===== src/rtl/pattern_pack_tx.sv =====
// pattern_pack_tx: sends {output pattern, freq pattern, ctrl} byte-by-byte to a UART transmitter.
// Defining PACK_CHECKSUM_EN appends an XOR checksum byte after the control byte.
module pattern_pack_tx #(
    parameter int DATA_BIT   = 32,
    parameter int GAP_CYCLES = 0
) (
    input  logic                clk,
    input  logic                rst,
    input  logic                i_start,
    input  logic [DATA_BIT-1:0] i_output_pattern,
    input  logic [DATA_BIT-1:0] i_freq_pattern,
    input  logic [7:0]          i_ctrl,
    input  logic                i_tx_done_tick,
    output logic                o_tx_start,
    output logic [7:0]          o_tx_data,
    output logic                o_busy,
    output logic                o_done_tick
);
`ifdef PACK_CHECKSUM_EN
    localparam int PACK_NUM = (DATA_BIT/8)*2+2;
`else
    localparam int PACK_NUM = (DATA_BIT/8)*2+1;
`endif
    localparam int CW = $clog2(PACK_NUM);
    localparam int PW = PACK_NUM*8;
    localparam logic [CW-1:0] LAST = CW'(PACK_NUM-1);

    typedef enum logic [1:0] {IDLE, LOAD, WAIT, GAP} state_t;

    state_t        state_q, state_d;
    logic [CW-1:0] cnt_q, cnt_d;
    logic [7:0]    gap_q, gap_d;
    logic [PW-1:0] pack_q, pack_d, pack_in;
    logic          done_q, done_d;

`ifdef PACK_CHECKSUM_EN
    logic [7:0] chk;
    always_comb begin
        chk = i_ctrl;
        for (int b = 0; b < DATA_BIT/8; b++)
            chk = chk ^ i_output_pattern[b*8 +: 8] ^ i_freq_pattern[b*8 +: 8];
    end
    assign pack_in = {chk, i_ctrl, i_freq_pattern, i_output_pattern};
`else
    assign pack_in = {i_ctrl, i_freq_pattern, i_output_pattern};
`endif

    always_comb begin
        state_d = state_q;
        cnt_d   = cnt_q;
        gap_d   = gap_q;
        pack_d  = pack_q;
        done_d  = 1'b0;
        case (state_q)
            IDLE: if (i_start) begin
                pack_d  = pack_in;
                cnt_d   = '0;
                state_d = LOAD;
            end
            LOAD: state_d = WAIT;
            WAIT: if (i_tx_done_tick) begin
                if (cnt_q == LAST) begin
                    done_d  = 1'b1;
                    state_d = IDLE;
                end else begin
                    cnt_d   = cnt_q + 1'b1;
                    gap_d   = '0;
                    state_d = GAP;
                end
            end
            // GAP spans GAP_CYCLES+1 cycles so a zero gap still costs one cycle
            GAP: if (gap_q == 8'(GAP_CYCLES)) state_d = LOAD;
                 else gap_d = gap_q + 1'b1;
            default: state_d = IDLE;
        endcase
    end

    always_ff @(posedge clk) begin
        if (rst) begin
            state_q <= IDLE;
            cnt_q   <= '0;
            gap_q   <= '0;
            pack_q  <= '0;
            done_q  <= 1'b0;
        end else begin
            state_q <= state_d;
            cnt_q   <= cnt_d;
            gap_q   <= gap_d;
            pack_q  <= pack_d;
            done_q  <= done_d;
        end
    end

    assign o_tx_start  = state_q == LOAD;
    assign o_tx_data   = pack_q[{cnt_q, 3'b000} +: 8];
    assign o_busy      = state_q != IDLE;
    assign o_done_tick = done_q;
endmodule


===== config.mk =====
export PLATFORM = sky130hd
export DESIGN_NAME = pattern_pack_tx
export DESIGN_NICKNAME = d
export VERILOG_FILES = /design/src/rtl/pattern_pack_tx.sv
export SDC_FILE = /design/constraint.sdc
export NUM_CORES = 1
export LEC_CHECK = 0
export BUFFER_PORTS_ARGS = -buffer_cell sky130_fd_sc_hd__buf_2
export CAP_MARGIN = 20
export CELL_PAD_IN_SITES_DETAIL_PLACEMENT = 1
export CELL_PAD_IN_SITES_GLOBAL_PLACEMENT = 1
export CORE_MARGIN = 5
export CORE_UTILIZATION = 40
export CTS_CLUSTER_DIAMETER = 200
export DETAILED_ROUTE_END_ITERATION = 10
export PLACE_DENSITY = 0.81
export SYNTH_ARGS = -nofsm -noshare
export SYNTH_HDL_FRONTEND = slang
export SYNTH_SLANG_ARGS = --single-unit

===== constraint.sdc =====
create_clock -name clk -period 2.25 [get_ports clk]
set_clock_uncertainty 0.2 [all_clocks]
set_input_delay 0.225 -clock clk [delete_from_list [all_inputs] [get_ports clk]]
set_output_delay 0.225 -clock clk [all_outputs]
set_load 0.02 [all_outputs]

==> results of run 1 <==
## what timing repair did
item,in CTS,in global routing
pin swaps,0,1
resized for setup,13,10
endpoints found under the hold margin,73,0
endpoints found under the setup margin,8,8
hold buffers,73,0
## synth_stat cells, types with 2 or more instances
library cell | count | area (µm²)
nor4b_1 | 2 | 17.5
ha_1 | 8 | 100
buf_2 | 2 | 10.0
o21ai_0 | 14 | 70.1
a32o_1 | 3 | 30.0
or3_1 | 2 | 12.5
mux4_2 | 16 | 360
clkbuf_1 | 24 | 90.1
a31oi_1 | 2 | 12.5
a21oi_1 | 80 | 400
and3b_1 | 2 | 17.5
buf_1 | 5 | 18.8
nor4_1 | 3 | 18.8
nor2_1 | 6 | 22.5
nand2_1 | 159 | 597
o21ai_1 | 2 | 10.0
dfxtp_1 | 87 | 1740
nand3_1 | 7 | 35.0
nor3_1 | 2 | 10.0
inv_1 | 11 | 41.3
mux2i_1 | 10 | 100
a311oi_1 | 3 | 26.3
## power breakdown
group	switching [mW]	internal [mW]
Combinational	0.438	0.348
Clock	0.630	0.417
Sequential	0.0695	1.66
Total	1.14	2.42
## metrics by stage
stage          instance area, µm²  utilization (%)  hold slack (ns)
6_report                     5570             57.5            0.164
5_1_grt                      5570             57.5            0.147
4_1_cts                      5550             57.3            0.158
3_5_place_dp                 4610             47.6            0.249
3_3_place_gp                 4610             47.6            0.240
2_1_floorplan                3950                -            0.161
## how the worst max path moves through the flow
stage	startpoint	slack [ns]	depth (start not counted)	to
after global routing	cnt_q[0]	-0.14	5	o_tx_data[1]
after floorplan	gap_q[0]	0.24	6	state_q[0]
after CTS	cnt_q[0]	-0.07	5	o_tx_data[4]
after detailed placement	gap_q[0]	0.11	6	state_q[0]
after global placement	gap_q[0]	0.16	6	state_q[0]
final	cnt_q[0]	-0.11	5	o_tx_data[1]
## sequential cells by signal (all words and copies together) (netlist names)
| register | cells |
|---|---|
| cnt_q | 4 |
| gap_q | 8 |
| pack_q | 72 |
| state_q | 2 |
| o_done_tick | 1 |
## cell families after synthesis
logic type / count (synthesis) / share of synthesized area [%]
DFF: 87 / 44.1
adders and majority gates: 8 / 2.54
muxes: 26 / 11.7
buffers and inverters: 43 / 4.15
and+or+nand+nor: 193 / 20.9
AOI/OAI and AO/OA: 114 / 16.6
## worst register-to-register path: stages, from the launching register on
cell	delay (ns)
dfxtp_1	0.36
inv_1	0.09
ha_1	0.16
or4b_4	0.47
o41a_4	0.41
nor4_2	0.28
nor3_1	0.07
## cell type report
class / instances / area (µm²)
Tap cell: 133 / 166
Clock inverter: 7 / 55.1
Sequential cell: 87 / 1750
Fill cell: 1134 / 4110
Multi-Input combinational cell: 341 / 2050
Clock buffer: 9 / 124
Timing Repair Buffer: 178 / 1380
Inverter: 12 / 45.0
## routing by layer
metal / vias to the layer above / global-route usage, % / share of wire, %
li1: 1934 / - / -
met5: - / 0 / 0
met3: 32 / 4.76 / 3.5
met2: 98 / 43.6 / 51
met1: 1949 / 28.5 / 42
met4: 0 / 9.53 / 3.0
==> flow_summary.json, run 1 <==
{
  "cp_data_required_time_ns": 1.82,
  "ff2ff_path_depth": 6,
  "groute.usage.overall_pct": 24.3,
  "n_antenna_cell": 0,
  "via_count": 4013,
  "power.total_mw": 3.56,
  "placed_cells": 678,
  "crit_path_cell_trace": "buf_12, mux4_2, mux2i_1, o21ai_1, buf_4",
  "grt_pass1_vias": 4378,
  "violations": "setup timing",
  "drive_gt1_share_pct": 23.7,
  "r2r_end": "state_q[0]",
  "gr-total-overflow": 0,
  "irDropWorstVdd_mv": 0.276,
  "stdcell_count": 767,
  "period_share_pct": 105,
  "drtAntennaViolNets": 0,
  "hold_start": "rst",
  "clk_pin_slew_worst_paths_ns": 0.10,
  "clock_sink_count": 87,
  "synth_ff_type": "dfxtp_1",
  "root_buffer": "clkbuf_8",
  "crit_family": "multiplexers",
  "cts_tree": "built",
  "numCtsBuffers": 9,
  "grt_pass1_wl_um": 22300,
  "critPathMaxFanout": 8,
  "synth_cell_type_count": 43,
  "synth-seq-cells": 87,
  "synth_edf_count": 0,
  "netlist_area_um2": 3950,
  "hold_viol_final": 0,
  "power_density_nw_per_um2": 639,
  "core_um2": 9680,
  "std_cell_rows": 36,
  "dpl.hpwl_um": 8940,
  "p_leak_nw": 2.26,
  "rsz0062_at_grt": "yes",
  "drc": 0,
  "tns_ns": -0.363,
  "dp_slack_ns": 0.106,
  "drv_slew": 0,
  "synthCells": 471,
  "min_period_ns": 2.36,
  "synth_nets": 555,
  "drt_iter0_drc": 187,
  "worstPathArrival_ns": 1.94,
  "status": "complete, but fails checks",
  "maxClockFrequency_mhz": 423,
  "mostFrequentLayoutCell": "nand2_1",
  "wl_per_cell_um": 18.5,
  "avgSynthCellArea_um2": 8.38,
  "cts_setup_buffers": 0,
  "start_util_pct": 40.7,
  "worstPathBufferInverterCount": 2,
  "layout.nets": 713,
  "yosysWarnings": 0,
  "dieArea_um2": 12000,
  "setup_viol": 8,
  "cp-start-kind": "flip-flop",
  "antenna_found_initial": 0,
  "die_w_um": 109,
  "clock_latency_ns": 0.37,
  "cap_violations": 0,
  "place_congestion": 0.815,
  "io_pins": 87,
  "wl_um": 14200,
  "worstSetupPathType": "flip-flop to output pin",
  "slowest_delay_ns": 0.54,
  "vias_per_cell": 5.23,
  "die_h_um": 109,
  "r2r_start": "gap_q[0]",
  "worst_slew_margin_rel_pct": 62.0,
  "seq_area_frac_synth_pct": 44.1,
  "setup_slack_ns": -0.114,
  "hold_class": "input port to flip-flop",
  "htree_levels": 3,
  "numPortBuffers": 86,
  "final_cell_mix": "158 x nand2_1, 86 x dfxtp_1, 82 x buf_2",
  "critPathSlowestCell": "mux4_2",
  "firstDrtPassIters": 4,
  "tightest_slew_ns": 0.571,
  "hold_depth": 2,
  "cp-end-kind": "output pin",
  "async_flop_share_pct": 0,
  "cts_buffer_depth": 2,
  "grt_max_degree": 46,
  "reg2reg_setup_slack_ns": 0.09,
  "min_to": "gap_q[0]",
  "area_delta_synth_final_pct": 41.2
}
Power figures use the tool's default switching activity.
==> run 2, diff against run 1 <==
--- a/config.mk
+++ b/config.mk
@@ -5,12 +5,13 @@
 export SDC_FILE = /design/constraint.sdc
 export NUM_CORES = 1
 export LEC_CHECK = 0
+export ABC_AREA = 1
 export BUFFER_PORTS_ARGS = -buffer_cell sky130_fd_sc_hd__buf_2
 export CAP_MARGIN = 20
 export CELL_PAD_IN_SITES_DETAIL_PLACEMENT = 1
 export CELL_PAD_IN_SITES_GLOBAL_PLACEMENT = 1
 export CORE_MARGIN = 5
-export CORE_UTILIZATION = 40
+export CORE_UTILIZATION = 39
 export CTS_CLUSTER_DIAMETER = 200
 export DETAILED_ROUTE_END_ITERATION = 10
 export PLACE_DENSITY = 0.81
==> flow_summary.json, run 2 <==
{
  "final_cell_area_um2": 5600,
  "top_register": "pack_q",
  "crit_family": "compound AO/OA/AOI/OAI gates",
  "htree_levels": 3,
  "power_density_nw_per_um2": 1020,
  "ff2ff_path_depth": 8,
  "drt_iter0_drc": 232,
  "wl_um": 14500,
  "slowest_delay_ns": 0.35,
  "p_leak_nw": 2.39,
  "irDropWorstVdd_mv": 0.695,
  "layout.nets": 816,
  "synth_edf_count": 0,
  "critPathMaxFanout": 35,
  "seq_area_frac_synth_pct": 41.5,
  "worstSetupPathType": "flip-flop to output pin",
  "cap_violations": 0,
  "reg_top3": "pack_q: 72 flops, gap_q: 8 flops, cnt_q: 4 flops",
  "cp-end-kind": "output pin",
  "cp_data_required_time_ns": 1.82,
  "synth-seq-cells": 87,
  "maxClockFrequency_mhz": 452,
  "area_delta_synth_final_pct": 33.4,
  "drive_gt1_share_pct": 18.7,
  "grt_max_degree": 78,
  "rsz0062_at_grt": "yes",
  "start_util_pct": 40.3,
  "root_buffer": "clkbuf_8",
  "grt_pass1_vias": 4691,
  "async_flop_share_pct": 0,
  "clock_sink_count": 87,
  "wl_per_cell_um": 16.6,
  "synth_ff_type": "dfxtp_1",
  "hold_class": "input port to flip-flop",
  "place_congestion": 0.867,
  "yosysMostFrequentCell": "nor2_1",
  "setup_viol": 0,
  "firstDrtPassIters": 4,
  "drtAntennaViolNets": 0,
  "critPathSlowestCell": "dfxtp_2",
  "clock_latency_ns": 0.36,
  "clk_pin_slew_worst_paths_ns": 0.09,
  "yosysTopAreaCellShare_pct": 41.5,
  "min_period_ns": 2.21,
  "avgSynthCellArea_um2": 7.06,
  "drc": 0,
  "tightest_slew_ns": 0.465,
  "grt_pass1_wl_um": 23400,
  "std_cell_rows": 37,
  "n_antenna_cell": 0,
  "synth_nets": 678,
  "die_h_um": 114,
  "synth_top_cells_by_area": "dfxtp_1 42%, o21ai_0 13%, nor2_1 9.8%",
  "status": "complete, but fails checks",
  "worstPathBufferInverterCount": 2,
  "placed_cells": 788,
  "hold_depth": 3,
  "timing.hold.ws_ns": -0.00396,
  "dpl.hpwl_um": 9230,
  "groute.usage.overall_pct": 22.6,
  "drv_slew": 0,
  "cp-start-kind": "flip-flop",
  "gr-total-overflow": 0,
  "largest_reg_flops": 72,
  "synth_cell_type_count": 27,
  "dieArea_um2": 12900,
  "period_share_pct": 98.3,
  "cts_tree": "built",
  "post-route-util_pct": 53.7,
  "core_um2": 10400,
  "via_count": 4502,
  "netlist_area_um2": 4200,
  "cts_buffer_depth": 2,
  "cts_setup_buffers": 0,
  "yosysWarnings": 0,
  "mostFrequentLayoutCell": "nor2_1",
  "yosys.area.top_type": "dfxtp_1",
  "crit_path_cell_trace": "buf_6, a21oi_1, o21ai_0, nand3_1, nand2_1, o21ai_0, buf_2",
  "final_cell_mix": "110 x nor2_1, 101 x o21ai_0, 86 x dfxtp_1",
  "numPortBuffers": 86,
  "nFillCells": 1350,
  "worst_slew_margin_rel_pct": 69.0,
  "die_w_um": 114,
  "placed_area_um2": 4710,
  "io_pins": 87,
  "stdcell_count": 873,
  "cp_num_cells": 7,
  "synthCells": 594,
  "vias_per_cell": 5.16,
  "ys_top_cells_by_count": "110 x nor2_1, 108 x o21ai_0, 87 x dfxtp_1, 62 x a21oi_1, 62 x nand2_1",
  "tns_ns": 0,
  "numCtsBuffers": 9,
  "cp_common_cell": "o21ai_0",
  "violations": "hold timing",
  "hold_viol_final": 1,
  "antenna_found_initial": 0,
  "worstPathArrival_ns": 1.79
}
run 2: cell count changes in the layout (fill, tap and decap cells not counted), sizes merged, moves of 10 or more:
cell   previous run  this run
o21ai            16       111
mux2i            10         0
inv              16        54
nand3             8        22
a21oi            80        66
mux4             16         0
nor2              6       113
nand2           159        72
run 2: per-layer routing:
metal	global-route usage, %	wire (µm)	vias up
met4	6.97	202	0
met5	0	0	-
li1	-	-	2222
met2	40.4	7350	108
met1	28.3	6320	2157
met3	2.55	593	15
run 2: logic make-up after synthesis:
| logic type | synth area share (%) |
|---|---|
| fa+ha+maj | 2.39 |
| simple gates | 23.3 |
| xor+xnor | 0.209 |
| flops | 41.5 |
| buf+inv | 9.57 |
| compound gates | 23.0 |
run 2: final timing paths:
path / start / to / slack [ns]
max: cnt_q[0] / o_tx_data[5] / 0.04
min: i_freq_pattern[31] / pack_q[63] / -0.004
max reg2reg: state_q[0] / cnt_q[0] / 0.36
min reg2reg: pack_q[10] / pack_q[10] / 0.27
run 2: through the flow:
stage	setup WS, ns	hold slack, ns	power, mW
6_report	0.0389	-0.00396	5.72
3_3_place_gp	0.400	0.243	4.39
5_1_grt	-0.00104	0.0328	6.12
4_1_cts	0.0136	0.00357	5.64
3_5_place_dp	0.354	0.255	4.52
2_1_floorplan	0.422	0.184	3.85
run 2: what timing repair did:
action                                 4_1_cts  5_1_grt
endpoints found under the hold margin       74        0
setup endpoints to repair                    2        7
gates resized for setup                      2       16
pin swaps                                    0        1
hold buffers                                69        0
run 2: power by group:
part           internal (mW)  leakage, nW  switching, mW  total (mW)
registers               1.98        0.718          0.243        2.23
clock network          0.460       0.0894          0.580        1.04
logic                  0.854         1.58           1.60        2.46
run 2: area by class of cell:
type	instances	area [µm²]	share of cell area (%)
clock inverter	3	17.5	0.313
multi-input combinational	414	2060	36.8
tap	136	170	3.04
sequential	87	1740	31.1
timing repair buffer	165	1230	22.0
clock buffer	13	159	2.84
inverter	55	216	3.87
run 2: worst register-to-register path, cell delays in order (launching register included):
cell	delay, ns
dfxtp_1	0.40
inv_1	0.09
ha_1	0.33
nand2_2	0.16
o21ai_2	0.08
a21oi_2	0.20
nand2_1	0.15
o21ai_1	0.14
nor2_1	0.05
==> run 3, diff against run 2 <==
--- a/config.mk
+++ b/config.mk
@@ -9,12 +9,13 @@
 export BUFFER_PORTS_ARGS = -buffer_cell sky130_fd_sc_hd__buf_2
 export CAP_MARGIN = 20
 export CELL_PAD_IN_SITES_DETAIL_PLACEMENT = 1
-export CELL_PAD_IN_SITES_GLOBAL_PLACEMENT = 1
+export CELL_PAD_IN_SITES_GLOBAL_PLACEMENT = 2
 export CORE_MARGIN = 5
-export CORE_UTILIZATION = 39
+export CORE_UTILIZATION = 30
 export CTS_CLUSTER_DIAMETER = 200
 export DETAILED_ROUTE_END_ITERATION = 10
-export PLACE_DENSITY = 0.81
+export GPL_TIMING_DRIVEN = 0
+export PLACE_DENSITY = 0.8
 export SYNTH_ARGS = -nofsm -noshare
 export SYNTH_HDL_FRONTEND = slang
 export SYNTH_SLANG_ARGS = --single-unit
==> flow_summary.json, run 3 (synthesized netlist as in run 2, its figures left out) <==
{
  "crit_path_cell_trace": "buf_4, buf_6, a21oi_4, o21ai_1, nand3_1, nand2_2, o21ai_4, buf_6",
  "final_cell_area_um2": 6020,
  "drtAntennaViolNets": 0,
  "die_h_um": 128,
  "gr-total-overflow": 0,
  "grt_pass1_vias": 4783,
  "htree_levels": 3,
  "start_util_pct": 30.5,
  "cp_common_cell": "buf_6",
  "cts_tree": "built",
  "drc": 0,
  "tns_ns": 0,
  "hold_start": "rst",
  "top_register": "pack_q",
  "root_buffer": "clkbuf_16",
  "final_cell_mix": "109 x nor2_1, 92 x o21ai_0, 90 x buf_2",
  "dpl.hpwl_um": 11300,
  "min_period_ns": 2.17,
  "vias_per_cell": 4.81,
  "cp-end-kind": "output pin",
  "grt_max_degree": 16,
  "setup_slack_ns": 0.0841,
  "dp_slack_ns": 0.0657,
  "dieArea_um2": 16400,
  "drv_slew": 0,
  "die_w_um": 128,
  "worstPathBufferInverterCount": 3,
  "critPathSlowestCell": "dfxtp_1",
  "firstDrtPassIters": 4,
  "tightest_slew_ns": 0.572,
  "area_delta_synth_final_pct": 43.5,
  "crit_start": "cnt_q[0]",
  "via_count": 4559,
  "largest_reg_flops": 72,
  "io_pins": 87,
  "clock_sink_count": 87,
  "place_congestion": 0.828,
  "numPortBuffers": 85,
  "cap_violations": 0,
  "mostFrequentLayoutCell": "nor2_1",
  "post-route-util_pct": 43.7,
  "clk_pin_slew_worst_paths_ns": 0.07,
  "hold_class": "input port to flip-flop",
  "cp_data_required_time_ns": 1.82,
  "core_um2": 13800,
  "hold_viol_final": 0,
  "critPathMaxFanout": 10,
  "placed_area_um2": 4850,
  "p_leak_nw": 2.55,
  "worstPathArrival_ns": 1.74,
  "irDropWorstVdd_mv": 0.507,
  "numCtsBuffers": 9,
  "wl_per_cell_um": 16.3,
  "worstSetupPathType": "flip-flop to output pin",
  "clock_latency_ns": 0.35,
  "groute.usage.overall_pct": 18.9,
  "period_share_pct": 96.3,
  "power_density_nw_per_um2": 1070,
  "cp-start-kind": "flip-flop",
  "setup_viol": 0,
  "slowest_delay_ns": 0.31,
  "wl_um": 15500,
  "cts_buffer_depth": 2,
  "r2r_start": "state_q[0]",
  "grt_pass1_wl_um": 24200,
  "status": "completed",
  "std_cell_rows": 43,
  "reg_top3": "pack_q: 72 flops, gap_q: 8 flops, cnt_q: 4 flops",
  "crit_family": "buffers and inverters",
  "antenna_found_initial": 0,
  "worst_slew_margin_rel_pct": 61.8,
  "maxClockFrequency_mhz": 462,
  "drt_iter0_drc": 227,
  "layout.nets": 846,
  "drive_gt1_share_pct": 22.1
}
-- run 3: cell count changes in the layout (fill, tap and decap cells not counted), sizes merged --
cell         before  now
clkbuf           13   25
buf              96  107
dlygate4sd3      69   72
inv              54   57
diode             0    2
bufinv            0    1
clkinv            3    2
-- run 3: metrics by stage --
stage | power, mW | hold slack [ns] | cells
6_report | 6.47 | 0.0119 | 948
5_1_grt | 6.92 | 0.0192 | 946
4_1_cts | 6.41 | 0.00790 | 946
3_5_place_dp | 4.66 | 0.252 | 859
3_3_place_gp | 4.56 | 0.240 | 859
2_1_floorplan | 3.85 | 0.184 | 594
-- run 3: cell type report --
type	instances	area [µm²]
inverters	55	211
well taps	180	225
flip-flops and latches	87	1740
clock inverters	6	68.8
clock buffers	9	225
fillers	1772	7750
multi-input cells	414	2140
plain buffers	38	224
diodes	2	5.00
repair buffers	157	1180
-- run 3: layer usage --
layer	track usage [%]	share of wire (%)	vias up
met5	0	0	-
met4	5.62	1.3	0
li1	-	-	2282
met1	23.1	45	2184
met2	33.3	50	78
met3	3.88	3.3	15
-- run 3: path summary, 6_finish.rpt --
path	endpoint	slack [ns]	cells past startpoint
max	o_tx_data[4]	0.08	8
max reg2reg	pack_q[28]	0.20	7
min	gap_q[4]	0.01	2
min reg2reg	pack_q[41]	0.26	2
-- run 3: worst register-to-register path, delay by kind of cell (launching register included) --
kind            cells  cell delay, ns
buf+inv             3            0.69
flops               1            0.37
fa+ha+maj           1            0.24
simple gates        2            0.32
compound gates      1            0.16
-- run 3: timing repair --
action                                  CTS  global route
pin swaps                                 0             5
gates cloned                              0             0
gates resized for setup                  26            39
hold buffers                             72             0
endpoints found under the setup margin    8            10
setup buffers                             0             0
endpoints found under the hold margin    72             0
-- run 3: power breakdown --
part / internal [mW] / switching [mW]
Combinational: 1.00 / 1.73
Clock: 0.863 / 0.664
Sequential: 1.98 / 0.228
Total: 3.85 / 2.62
